**src/rtl/decoder4_hold.sv**
```systemverilog
// rtl/decoder4_hold.sv - 2-to-4 one-hot decoder that holds each decoded word for HOLD_CYCLES cycles
// Optional feature macro: DEC4_PIPE_EN (adds one output register stage; in_ready timing unchanged)
module decoder4_hold #(
  parameter int HOLD_CYCLES = 4,
  parameter int CW          = 8
) (
  input  logic       clk,
  input  logic       rst,
  input  logic       clr,
  input  logic [1:0] in_code,
  input  logic       in_valid,
  output logic       in_ready,
  output logic [3:0] out,
  output logic       out_valid
);

  typedef enum logic {
    IDLE = 1'b0,
    HOLD = 1'b1
  } state_t;

  state_t        state, state_n;
  logic [CW-1:0] cnt, cnt_n;
  logic [3:0]    word, word_n;
  logic          word_valid, word_valid_n;
  logic          accept;

  // Unknown codes decode to all-x so a bad source is visible downstream.
  function automatic logic [3:0] decode(input logic [1:0] code);
    case (code)
      2'd0:    decode = 4'b0001;
      2'd1:    decode = 4'b0010;
      2'd2:    decode = 4'b0100;
      2'd3:    decode = 4'b1000;
      default: decode = 4'bxxxx;
    endcase
  endfunction

  // Ready depends only on state, counter and clr so it never loops back through in_valid.
  always_comb begin
    in_ready = !clr && (state == IDLE || cnt == '0);
    accept   = in_valid && in_ready;
  end

  // Next-state logic: clr aborts, otherwise load on accept or count down the hold.
  always_comb begin
    state_n      = state;
    cnt_n        = cnt;
    word_n       = word;
    word_valid_n = word_valid;
    if (clr) begin
      state_n      = IDLE;
      cnt_n        = '0;
      word_n       = 4'b0000;
      word_valid_n = 1'b0;
    end else begin
      case (state)
        IDLE: begin
          if (accept) begin
            state_n      = HOLD;
            cnt_n        = CW'(HOLD_CYCLES - 1);
            word_n       = decode(in_code);
            word_valid_n = 1'b1;
          end
        end
        HOLD: begin
          if (cnt != '0) begin
            cnt_n = cnt - CW'(1);
          end else if (accept) begin
            cnt_n        = CW'(HOLD_CYCLES - 1);
            word_n       = decode(in_code);
            word_valid_n = 1'b1;
          end else begin
            state_n      = IDLE;
            word_n       = 4'b0000;
            word_valid_n = 1'b0;
          end
        end
        default: begin
          state_n      = IDLE;
          cnt_n        = '0;
          word_n       = 4'b0000;
          word_valid_n = 1'b0;
        end
      endcase
    end
  end

  // FSM registers; rst wins over clr and over any accept in the same cycle.
  always_ff @(posedge clk) begin
    if (rst) begin
      state      <= IDLE;
      cnt        <= '0;
      word       <= 4'b0000;
      word_valid <= 1'b0;
    end else begin
      state      <= state_n;
      cnt        <= cnt_n;
      word       <= word_n;
      word_valid <= word_valid_n;
    end
  end

`ifdef DEC4_PIPE_EN
  logic [3:0] out_p;
  logic       out_valid_p;

  // Extra output stage; rst and clr flush it so the strobe drops one cycle after either.
  always_ff @(posedge clk) begin
    if (rst || clr) begin
      out_p       <= 4'b0000;
      out_valid_p <= 1'b0;
    end else begin
      out_p       <= word;
      out_valid_p <= word_valid;
    end
  end

  assign out       = out_p;
  assign out_valid = out_valid_p;
`else
  assign out       = word;
  assign out_valid = word_valid;
`endif

endmodule

```
**config.mk**
```make
export PLATFORM = sky130hd
export DESIGN_NAME = decoder4_hold
export DESIGN_NICKNAME = d
export VERILOG_FILES = /design/src/rtl/decoder4_hold.sv
export SDC_FILE = /design/constraint.sdc
export NUM_CORES = 1
export LEC_CHECK = 0
export ABC_CLOCK_PERIOD_IN_PS = 5500
export CORE_AREA = 2 2 40 42
export CTS_CLUSTER_SIZE = 28
export DETAILED_ROUTE_END_ITERATION = 6
export DIE_AREA = 0 0 42 44
export GPL_TIMING_DRIVEN = 0
export PLACE_DENSITY = 0.77
export SLEW_MARGIN = 40
export SYNTH_ARGS = -nofsm -noshare
export SYNTH_HDL_FRONTEND = slang
export SYNTH_SLANG_ARGS = --single-unit
```
**constraint.sdc**
```tcl
create_clock -name clk -period 5.5 [get_ports clk]
set_clock_uncertainty 0.05 [all_clocks]
set_input_delay 1.1 -clock clk [delete_from_list [all_inputs] [get_ports clk]]
set_output_delay 1.1 -clock clk [all_outputs]
set_load 0.05 [all_outputs]
```
; After elaboration in Yosys (flattened, before gate mapping)
; Cells that the tools add are included.
[totals]
input_bits = 6
ff_bits = 14
output_inout_bits = 6
elab_cells = 34
[classes]
n_reduce_logical = 9
n_mux = 14
n_addsub = 1
bitwise = 1
eq_ne = 5
[ops]
columns = cell, n
row1 = $mux W8, 2
row2 = $pmux W4 S4, 1
row3 = $pmux W8 S2, 1
row4 = $mux W4, 3
row5 = $logic_not A8 Y1, 1
row6 = $pmux W4 S2, 1
row7 = $reduce_bool A8 Y1, 1
row8 = $sub A8 B1 Y8 const B, 1
row9 = $eq A2 B2 Y1 const B, 2
row10 = $mux W1, 4
row11 = $ne A2 B2 Y1 const B, 2
row12 = $pmux W1 S2, 2
row13 = $eq A2 B1 Y1 const B, 1
row14 = $logic_and A1 B1 Y1, 2
row15 = $logic_not A2 Y1, 1
row16 = $reduce_and A2 Y1, 1
row17 = $reduce_or A2 Y1, 1
row18 = $logic_not A1 Y1, 1
row19 = $logic_or A1 B1 Y1, 1
row20 = $not A1 Y1, 1

; Depth between registers and ports, before layout
; Gate-level depths: netlist (run 1).
[logic_depth]
depth_word = 7
depth_mapped = 6

; Worst setup path after synthesis (run 1)
; OpenSTA, ideal clock, no wires.
[synth_timing]
path_type = register to output
startpoint = reg cnt[0]
endpoint = out in_ready
required_ns = 4.350
path_stages_with_launch = 6
arrival_time_ns = 1.832
setup_slack_ns = 2.518
path_cell_list = dfxtp_1 inv_1 ha_1 nor4b_1 a21oi_2 nor2_1
[synth_via]
elab_chain_cells = 3
[synth_rtl]
columns = item, line_no
row1 = from (decl), 23  ; logic [CW-1:0] cnt, cnt_n;
row2 = from (signal assigned), 98  ; cnt <= cnt_n;
row3 = $logic_not A8 Y1, 41  ; in_ready = !clr && (state == IDLE || cnt == '0);
row4 = $logic_or A1 B1 Y1, 41
row5 = $logic_and A1 B1 Y1, 41
row6 = to (decl), 12  ; output logic in_ready,
; No other way between the ends.

; Worst setup path in the final report (run 1)
; Ends and elaborated chain as after synthesis.

==> flow_summary_export.csv, run 1 <==
group,metric,value,unit
pwr,p_leak,0.308,nW
synth,yosys.area.top_type,"dfxtp_1",
timing,setup_viol,0,
routing,via_per_inst,6.07,
global_routing,grt_pass1_wl,2790,um
placement,place_area,845,um^2
worst_setup_path,cp_slowest_cell,"clkdlybuf4s50_1",
worst_setup_path,slowest_delay,810,ps
cells_and_area,syn_to_final_growth,23.3,%
worst_hold_path,hold-path-cell-count,1,
pwr,peakVddDrop,0.137,mV
cts,cts_resized,0,
global_routing,grt_antenna_before_repair,0,
synth,async_reset_ff_frac,0,
routing,routedWlPerCell,14.7,um
worst_setup_path,r2r_slack,3460,ps
cts,cts_made_buffers,3,
synth,post_synth_inst_count,78,
synth,synth_nets,85,
flow_run,drv_cap,0,
worst_hold_path,hp-class,"flip-flop to flip-flop",
placement,dp_hpwl,1180,um
worst_setup_path,start_kind,"flip-flop",
cells_and_area,final_net_count,101,
cts,clkSinkCount,14,
global_routing,track_usage,0.197,
placement,gp_congestion,0.780,
worst_setup_path,cp_data_arrival_time,2670,ps
cts,clockBufferDepth,2,
cts,clock_latency,280,ps
synth,yosys.cell_types.count,31,
cells_and_area,antenna_cells,0,
routing,drt_iter0_drc,10,
worst_setup_path,ff2ff_path_depth,6,
synth,synthMostInstantiatedCell,"dfxtp_1",
routing,dr.pass1.iters,4,
pwr,pwr_density_cell,238,nW/um^2
cts,postCtsSetupRepairBufs,0,
cells_and_area,multi_input_area,410,um^2
cts,h-tree-depth,1,
cts,clk_pin_slew_worst_paths,90,ps
floorplanning,core,1420,um^2
worst_hold_path,hold_start,"out[1]",
floorplanning,fp.dieH,44,um
floorplanning,pin_count,12,
timing,finalHoldViolations,0,
cts,hold_buffers,0,
global_routing,grt_max_degree,11,
synth,netlist_area,714,um^2
timing,maxSlewHeadroom,0.637,
timing,drv_slew,0,
synth,yosysSeqAreaShare,0.392,
worst_setup_path,cp_max_fo,10,
cts,cts_tree,"built",
cts,clockRootBuffer,"clkbuf_4",
worst_setup_path,worstPathRequired,4350,ps
synth,synth_top_area_share,0.392,
timing,period_minus_slack,3820,ps
worst_setup_path,cp_top_family,"buffers and inverters",
worst_setup_path,cp-end-kind,"primary output",
synth,avgSynthCellArea,9.16,um^2
worst_hold_path,min_to,"out[1]",
placement,dp_cells,105,
global_routing,grt_pass1_vias,647,
timing,final.setup.tns,0,ps
timing,tightest_slew,537,ps
worst_setup_path,path_class,"flip-flop to primary output",
synth,synth_area_leaders,"dfxtp_1 39%, a21oi_1 4.9%, nor3_1 4.9%",
floorplanning,die_area,1850,um^2
synth,ys_warn_count,0,
cells_and_area,final_area,881,um^2
placement,portBuffers,11,
cells_and_area,layoutNonFillerInstCount,109,
floorplanning,die_width,42,um
global_routing,grt.overflow.total,0,
routing,finalWirelength,1600,um
synth,synthTopCellsByCount,"14 x dfxtp_1, 7 x a21oi_1, 7 x nor3_1",
routing,antenna_left,0,
floorplanning,start_util,0.504,
worst_setup_path,path_buf_inv,2,
cells_and_area,drive_gt1_frac,0.151,
synth,synth_flop_cell,"dfxtp_1",
outcome,status,"finished clean",
routing,num_vias,662,
timing,rsz0062_at_grt,"no",
timing,fmax,262,MHz
worst_setup_path,crit_path_cell_trace,"inv_1 > ha_1 > nor4b_1 > a21oi_2 > nor2_1 > clkdlybuf4s50_1",
routing,drc_errors,0,
cells_and_area,regArea,280,um^2
worst_setup_path,r2r_end,"out[1]",
floorplanning,row_count,14,
synth,synth_edf_count,0,
synth,ys_seq_elements,14,
timing,period_share,0.694,
cells_and_area,nFillCells,118,
worst_setup_path,timing.rr.start,"cnt[0]",
[how the worst max path moves through the flow]
stage,startpoint,endpoint,slack (ps),cells after the start
floorplan,cnt[0],in_ready,2520,5
global placement,clr,in_ready,1820,3
detailed placement,clr,in_ready,1830,3
CTS,cnt[0],in_ready,1680,6
global route,cnt[0],in_ready,1520,6
finish,cnt[0],in_ready,1680,6
[layout by cell type, fill, tap and decap left out, drive strengths merged, types with 3 or more instances in the layout]
cell and n:
or3 3, clkdlybuf4s50 11, dfxtp 14, nor2 5, clkbuf 4, nand3 3, inv 5, a211oi 3
nor3 7, a21oi 9, nor4 3
[state kept, by name (all words and copies together), names as in the netlist]
signal and flops:
cnt 8, state 1, out 4, out_valid 1
[power by group]
group / switching (mW) / total (mW) / internal, mW
Sequential: 0.00160 / 0.105 / 0.103
Combinational: 0.0171 / 0.0291 / 0.0120
Clock: 0.0354 / 0.0757 / 0.0403
[metrics by stage]
stage	worst slack, ps	utilization	power, mW	hold WS (ps)
5_1_grt	1520	0.621	0.215	450
3_5_place_dp	1830	0.595	0.136	415
2_1_floorplan	2520	-	0.125	428
3_3_place_gp	1820	0.595	0.135	404
6_report	1680	0.621	0.209	429
4_1_cts	1680	0.621	0.210	437
[cell type report]
cell class | count | area share
inverter | 5 | 0.0213
tap | 16 | 0.0227
timing repair buffer | 11 | 0.125
clock buffer | 4 | 0.0412
buffer | 1 | 0.00568
sequential | 14 | 0.318
multi-input combinational | 58 | 0.466
[routing by layer]
layer  GRT usage  vias to the layer above  wire length, um
met1       0.238                      306              767
met3      0.0333                        6               60
met4       0.129                        0               30
li1            -                      334                -
met5           0                        -                0
met2       0.325                       16              740
[cells by family after synthesis]
| kind of cell | share of synthesized area |
|---|---|
| simple gates | 0.282 |
| compound gates | 0.261 |
| mux | 0.0140 |
| flops | 0.392 |
| fa+ha+maj | 0.0175 |
| buf+inv | 0.0333 |
Note: power is estimated with default switching activity, not from simulation.
==> run 2: changes to the inputs <==
Settings changed: ABC_CLOCK_PERIOD_IN_PS 5500 to 3300, CORE_AREA 2 2 40 42 to 2 2 43 45, DIE_AREA 0 0 42 44 to 0 0 45 47, PLACE_DENSITY 0.77 to 0.7.
Clock period 5.5 ns to 3.3 ns, I/O delays scaled along.
==> flow_summary_export.csv, run 2 (synthesized netlist as in run 1, its figures left out) <==
group,metric,value,unit
cells_and_area,largest_reg_flops,8,
cells_and_area,final_net_count,101,
timing,finalHoldViolations,0,
routing,antenna_left,0,
routing,via_per_inst,6.23,
cts,hold_buffers,0,
pwr,pwr_density_cell,398,nW/um^2
routing,drt_iter0_drc,12,
cells_and_area,layout_common_cells,"14 x dfxtp_1, 10 x clkdlybuf4s50_1, 7 x nor3_1, 7 x a21oi_1",
cts,clock_latency,290,ps
cts,h-tree-depth,1,
timing,drv_slew,0,
timing,period_share,0.922,
global_routing,grt_pass1_vias,613,
floorplanning,pin_count,12,
worst_setup_path,ff2ff_path_depth,6,
routing,dr.pass1.iters,4,
worst_setup_path,cp-end-kind,"primary output",
worst_setup_path,path_class,"flip-flop to primary output",
timing,final.setup.tns,0,ps
worst_hold_path,hold-path-cell-count,1,
flow_run,drv_cap,0,
routing,num_vias,685,
pwr,peakVddDrop,0.230,mV
worst_setup_path,worstPathRequired,2590,ps
routing,routedWlPerCell,15.3,um
timing,period_minus_slack,3040,ps
cells_and_area,layoutNonFillerInstCount,110,
worst_hold_path,min_to,"out[1]",
global_routing,grt_max_degree,11,
placement,dp_cells,106,
placement,place_area,846,um^2
worst_setup_path,cp_data_arrival_time,2330,ps
placement,portBuffers,11,
timing,setup_viol,0,
floorplanning,die_area,2120,um^2
worst_setup_path,cp_max_fo,10,
cells_and_area,final_common_cell,"dfxtp_1",
cells_and_area,regMostFlops,"cnt",
routing,finalWirelength,1680,um
worst_hold_path,hold_start,"out[1]",
floorplanning,start_util,0.433,
worst_setup_path,timing.rr.start,"cnt[0]",
timing,whs,427,ps
worst_hold_path,hp-class,"flip-flop to flip-flop",
worst_setup_path,r2r_slack,1290,ps
timing,fmax,329,MHz
pwr,p_leak,0.309,nW
worst_setup_path,r2r_end,"out[1]",
cts,cts_tree,"built",
floorplanning,row_count,15,
cells_and_area,antenna_cells,0,
worst_setup_path,slowest_delay,540,ps
routing,drc_errors,0,
floorplanning,fp.dieH,47,um
cts,clk_pin_slew_worst_paths,90,ps
floorplanning,core,1650,um^2
worst_setup_path,cp_slowest_cell,"dlygate4sd2_1",
placement,gp_congestion,0.893,
floorplanning,die_width,45,um
cells_and_area,drive_gt1_frac,0.151,
worst_setup_path,cp_top_family,"buffers and inverters",
cells_and_area,final_area,881,um^2
timing,maxSlewHeadroom,0.650,
cts,clkSinkCount,14,
pwr,power,351,uW
worst_setup_path,start_kind,"flip-flop",
outcome,status,"finished clean",
cts,clockRootBuffer,"clkbuf_4",
cells_and_area,syn_to_final_growth,23.3,%
global_routing,grt_pass1_wl,2670,um
worst_setup_path,path_buf_inv,2,
global_routing,track_usage,0.180,
placement,dp_hpwl,1160,um
cts,clockBufferDepth,2,
global_routing,grt.overflow.total,0,
timing,tightest_slew,525,ps
global_routing,grt_antenna_before_repair,0,
timing,rsz0062_at_grt,"no",
worst_setup_path,crit_path_cell_trace,"inv_1 > ha_1 > nor4b_1 > a21oi_2 > nor2_1 > dlygate4sd2_1",
cts,cts_made_buffers,3,
cells_and_area,nFillCells,167,
-- run 2: cell type report --
| type | count | area (um^2) | area share |
|---|---|---|---|
| Timing Repair Buffer | 11 | 109 | 0.124 |
| Clock buffer | 4 | 36.3 | 0.0412 |
| Tap cell | 17 | 21.3 | 0.0241 |
| Buffer | 1 | 5.00 | 0.00568 |
| Multi-Input combinational cell | 58 | 410 | 0.466 |
| Inverter | 5 | 18.8 | 0.0213 |
| Sequential cell | 14 | 280 | 0.318 |
-- run 2: layer usage --
layer | share of wire | up-vias | wire length [um] | track usage
li1 | - | 336 | - | -
met1 | 0.47 | 324 | 794 | 0.233
met2 | 0.46 | 18 | 773 | 0.277
met3 | 0.040 | 7 | 67 | 0.0385
met4 | 0.026 | 0 | 44 | 0.106
met5 | 0 | - | 0 | 0
-- run 2: worst max-delay path by stage --
| stage | startpoint | to | slack, ps | depth (start not counted) |
|---|---|---|---|---|
| after CTS | cnt[0] | in_ready | 240 | 6 |
| final | cnt[0] | in_ready | 260 | 6 |
| after global placement | cnt[0] | in_ready | 320 | 6 |
| after detailed placement | cnt[0] | in_ready | 320 | 6 |
| after floorplan | cnt[0] | in_ready | 760 | 5 |
| after global routing | cnt[0] | in_ready | 20 | 6 |
-- run 2: repair_timing --
item	4_1_cts	5_1_grt
gates resized for setup	1	0
buffers inserted	0	0
hold endpoints to repair	0	0
endpoints found under the setup margin	1	0
-- run 2: report_power, final --
part / switching (mW) / internal [mW] / total, mW
Clock: 0.0615 / 0.0672 / 0.129
Combinational: 0.0286 / 0.0194 / 0.0480
Sequential: 0.00265 / 0.172 / 0.174
Total: 0.0927 / 0.258 / 0.351
-- run 2: worst register-to-register path, delay by kind of cell, from the launching register on --
| family | cells | cell delay (ps) |
|---|---|---|
| simple gates | 2 | 790 |
| fa+ha+maj | 1 | 250 |
| buf+inv | 1 | 60 |
| compound gates | 2 | 450 |
| flops | 1 | 350 |
-- run 2: through the flow --
| stage | utilization | setup WS (ps) |
|---|---|---|
| final | 0.533 | 256 |
| after floorplan | - | 758 |
| after CTS | 0.533 | 245 |
| after global placement | 0.512 | 323 |
| after detailed placement | 0.512 | 319 |
| after global routing | 0.533 | 18.1 |
==> run 3: changes to the inputs <==
Settings changed: SETUP_SLACK_MARGIN set to 0.3, SKIP_LAST_GASP set to 1.
==> flow_summary_export.csv, run 3 (synthesized netlist as in run 1, its figures left out) <==
group,metric,value,unit
outcome,status,"finished clean",
worst_hold_path,hp-class,"flip-flop to flip-flop",
placement,portBuffers,11,
global_routing,grt_pass1_vias,613,
worst_setup_path,slowest_delay,410,ps
worst_setup_path,start_kind,"flip-flop",
cells_and_area,layout_common_cells,"14 x dfxtp_1, 10 x clkdlybuf4s50_1, 7 x nor3_1, 7 x a21oi_1",
timing,tightest_slew,513,ps
placement,dp_hpwl,1160,um
worst_setup_path,cp_top_family,"simple AND/OR/NAND/NOR gates",
routing,routedWlPerCell,15.5,um
pwr,peakVddDrop,0.241,mV
worst_setup_path,cp-end-kind,"primary output",
worst_setup_path,path_buf_inv,2,
timing,final.setup.tns,0,ps
floorplanning,core,1650,um^2
floorplanning,die_width,45,um
worst_setup_path,crit_path_cell_trace,"inv_1 > ha_1 > nor4b_2 > a21oi_4 > nor2_1 > clkdlybuf4s15_2",
routing,drt_iter0_drc,11,
worst_setup_path,cp_data_arrival_time,2070,ps
cells_and_area,syn_to_final_growth,25.6,%
worst_hold_path,hold-path-cell-count,1,
cts,cts_tree,"built",
worst_setup_path,path_class,"flip-flop to primary output",
timing,period_minus_slack,2780,ps
worst_setup_path,worstPathRequired,2590,ps
timing,period_share,0.842,
pwr,pwr_density_cell,393,nW/um^2
cts,clk_pin_slew_worst_paths,90,ps
worst_setup_path,ff2ff_path_depth,6,
global_routing,use_met1,0.233,
cells_and_area,antenna_cells,0,
timing,fmax,360,MHz
cts,hold_buffers,0,
routing,dr.pass1.iters,4,
global_routing,grt.overflow.total,0,
floorplanning,die_area,2120,um^2
routing,antenna_left,0,
cells_and_area,regMostFlops,"cnt",
global_routing,grt_pass1_wl,2670,um
cts,h-tree-depth,1,
cts,clkSinkCount,14,
placement,gp_congestion,0.893,
global_routing,use_met2,0.277,
pwr,p_leak,0.312,nW
cts,postCtsSetupRepairBufs,0,
cts,cts_made_buffers,3,
worst_setup_path,crit_cells,6,
worst_setup_path,cp_slowest_cell,"nor4b_2",
global_routing,grt_max_degree,11,
timing,setup_viol,0,
placement,dp_cells,106,
cells_and_area,final_common_cell,"dfxtp_1",
floorplanning,start_util,0.433,
timing,maxSlewHeadroom,0.657,
floorplanning,pin_count,12,
timing,drv_slew,0,
global_routing,gr-usage-met3,0.0385,
cells_and_area,drive_gt1_frac,0.172,
routing,drc_errors,0,
cts,clock_latency,290,ps
global_routing,grt_antenna_before_repair,0,
routing,via_per_inst,6.26,
cells_and_area,largest_reg_flops,8,
timing,finalHoldViolations,0,
global_routing,grt_busiest_layer,"met2",
floorplanning,fp.dieH,47,um
timing,rsz0062_at_grt,"no",
cts,clockRootBuffer,"clkbuf_4",
floorplanning,row_count,15,
global_routing,track_usage,0.180,
flow_run,drv_cap,0,
cells_and_area,final_net_count,101,
cells_and_area,layoutNonFillerInstCount,110,
worst_setup_path,cp_max_fo,10,
cts,clockBufferDepth,2,
routing,num_vias,689,
routing,finalWirelength,1700,um
cells_and_area,nFillCells,165,
-- run 3: cell count changes in the layout (fill, tap and decap cells not counted), sizes merged --
cell	change
dlygate4sd2	-1
clkdlybuf4s15	+1
-- run 3: path summary, 6_finish.rpt --
path,end,startpoint,slack [ps]
setup / recovery,in_ready,cnt[0],520
setup reg to reg,out[0],cnt[0],1300
hold reg to reg,out[1],out[1],430
hold / removal,out[1],out[1],430
-- run 3: power by group --
part | internal, mW | total [mW] | leakage (nW) | switching [mW]
clock network | 0.0672 | 0.129 | 0.0210 | 0.0616
registers | 0.172 | 0.174 | 0.113 | 0.00279
logic | 0.0202 | 0.0496 | 0.177 | 0.0294
total | 0.259 | 0.353 | 0.312 | 0.0938
-- run 3: repair_timing --
item,CTS,global route
hold endpoints to repair,0,0
setup endpoints to repair,1,1
resized for setup,3,2
-- run 3: per-layer routing --
metal | vias up | routed length [um]
met4 | 0 | 55
met2 | 25 | 803
met1 | 325 | 754
li1 | 332 | -
met5 | - | 0
met3 | 7 | 90
-- run 3: stage by stage --
step	setup slack [ps]	util	instance area [um^2]	hold WS [ps]	total power, mW
5_1_grt	360	0.543	897	465	0.363
4_1_cts	392	0.535	883	433	0.352
3_3_place_gp	323	0.512	846	411	0.225
3_5_place_dp	319	0.512	846	412	0.226
6_report	521	0.543	897	427	0.353
2_1_floorplan	758	-	714	428	0.208
-- run 3: cell type report --
cell class | count | area [um^2] | area share
Clock buffer | 4 | 36.3 | 0.0404
Timing Repair Buffer | 11 | 111 | 0.124
Tap cell | 17 | 21.3 | 0.0237
Sequential cell | 14 | 280 | 0.312
Buffer | 1 | 5.00 | 0.00558
Multi-Input combinational cell | 58 | 424 | 0.473
Inverter | 5 | 18.8 | 0.0209
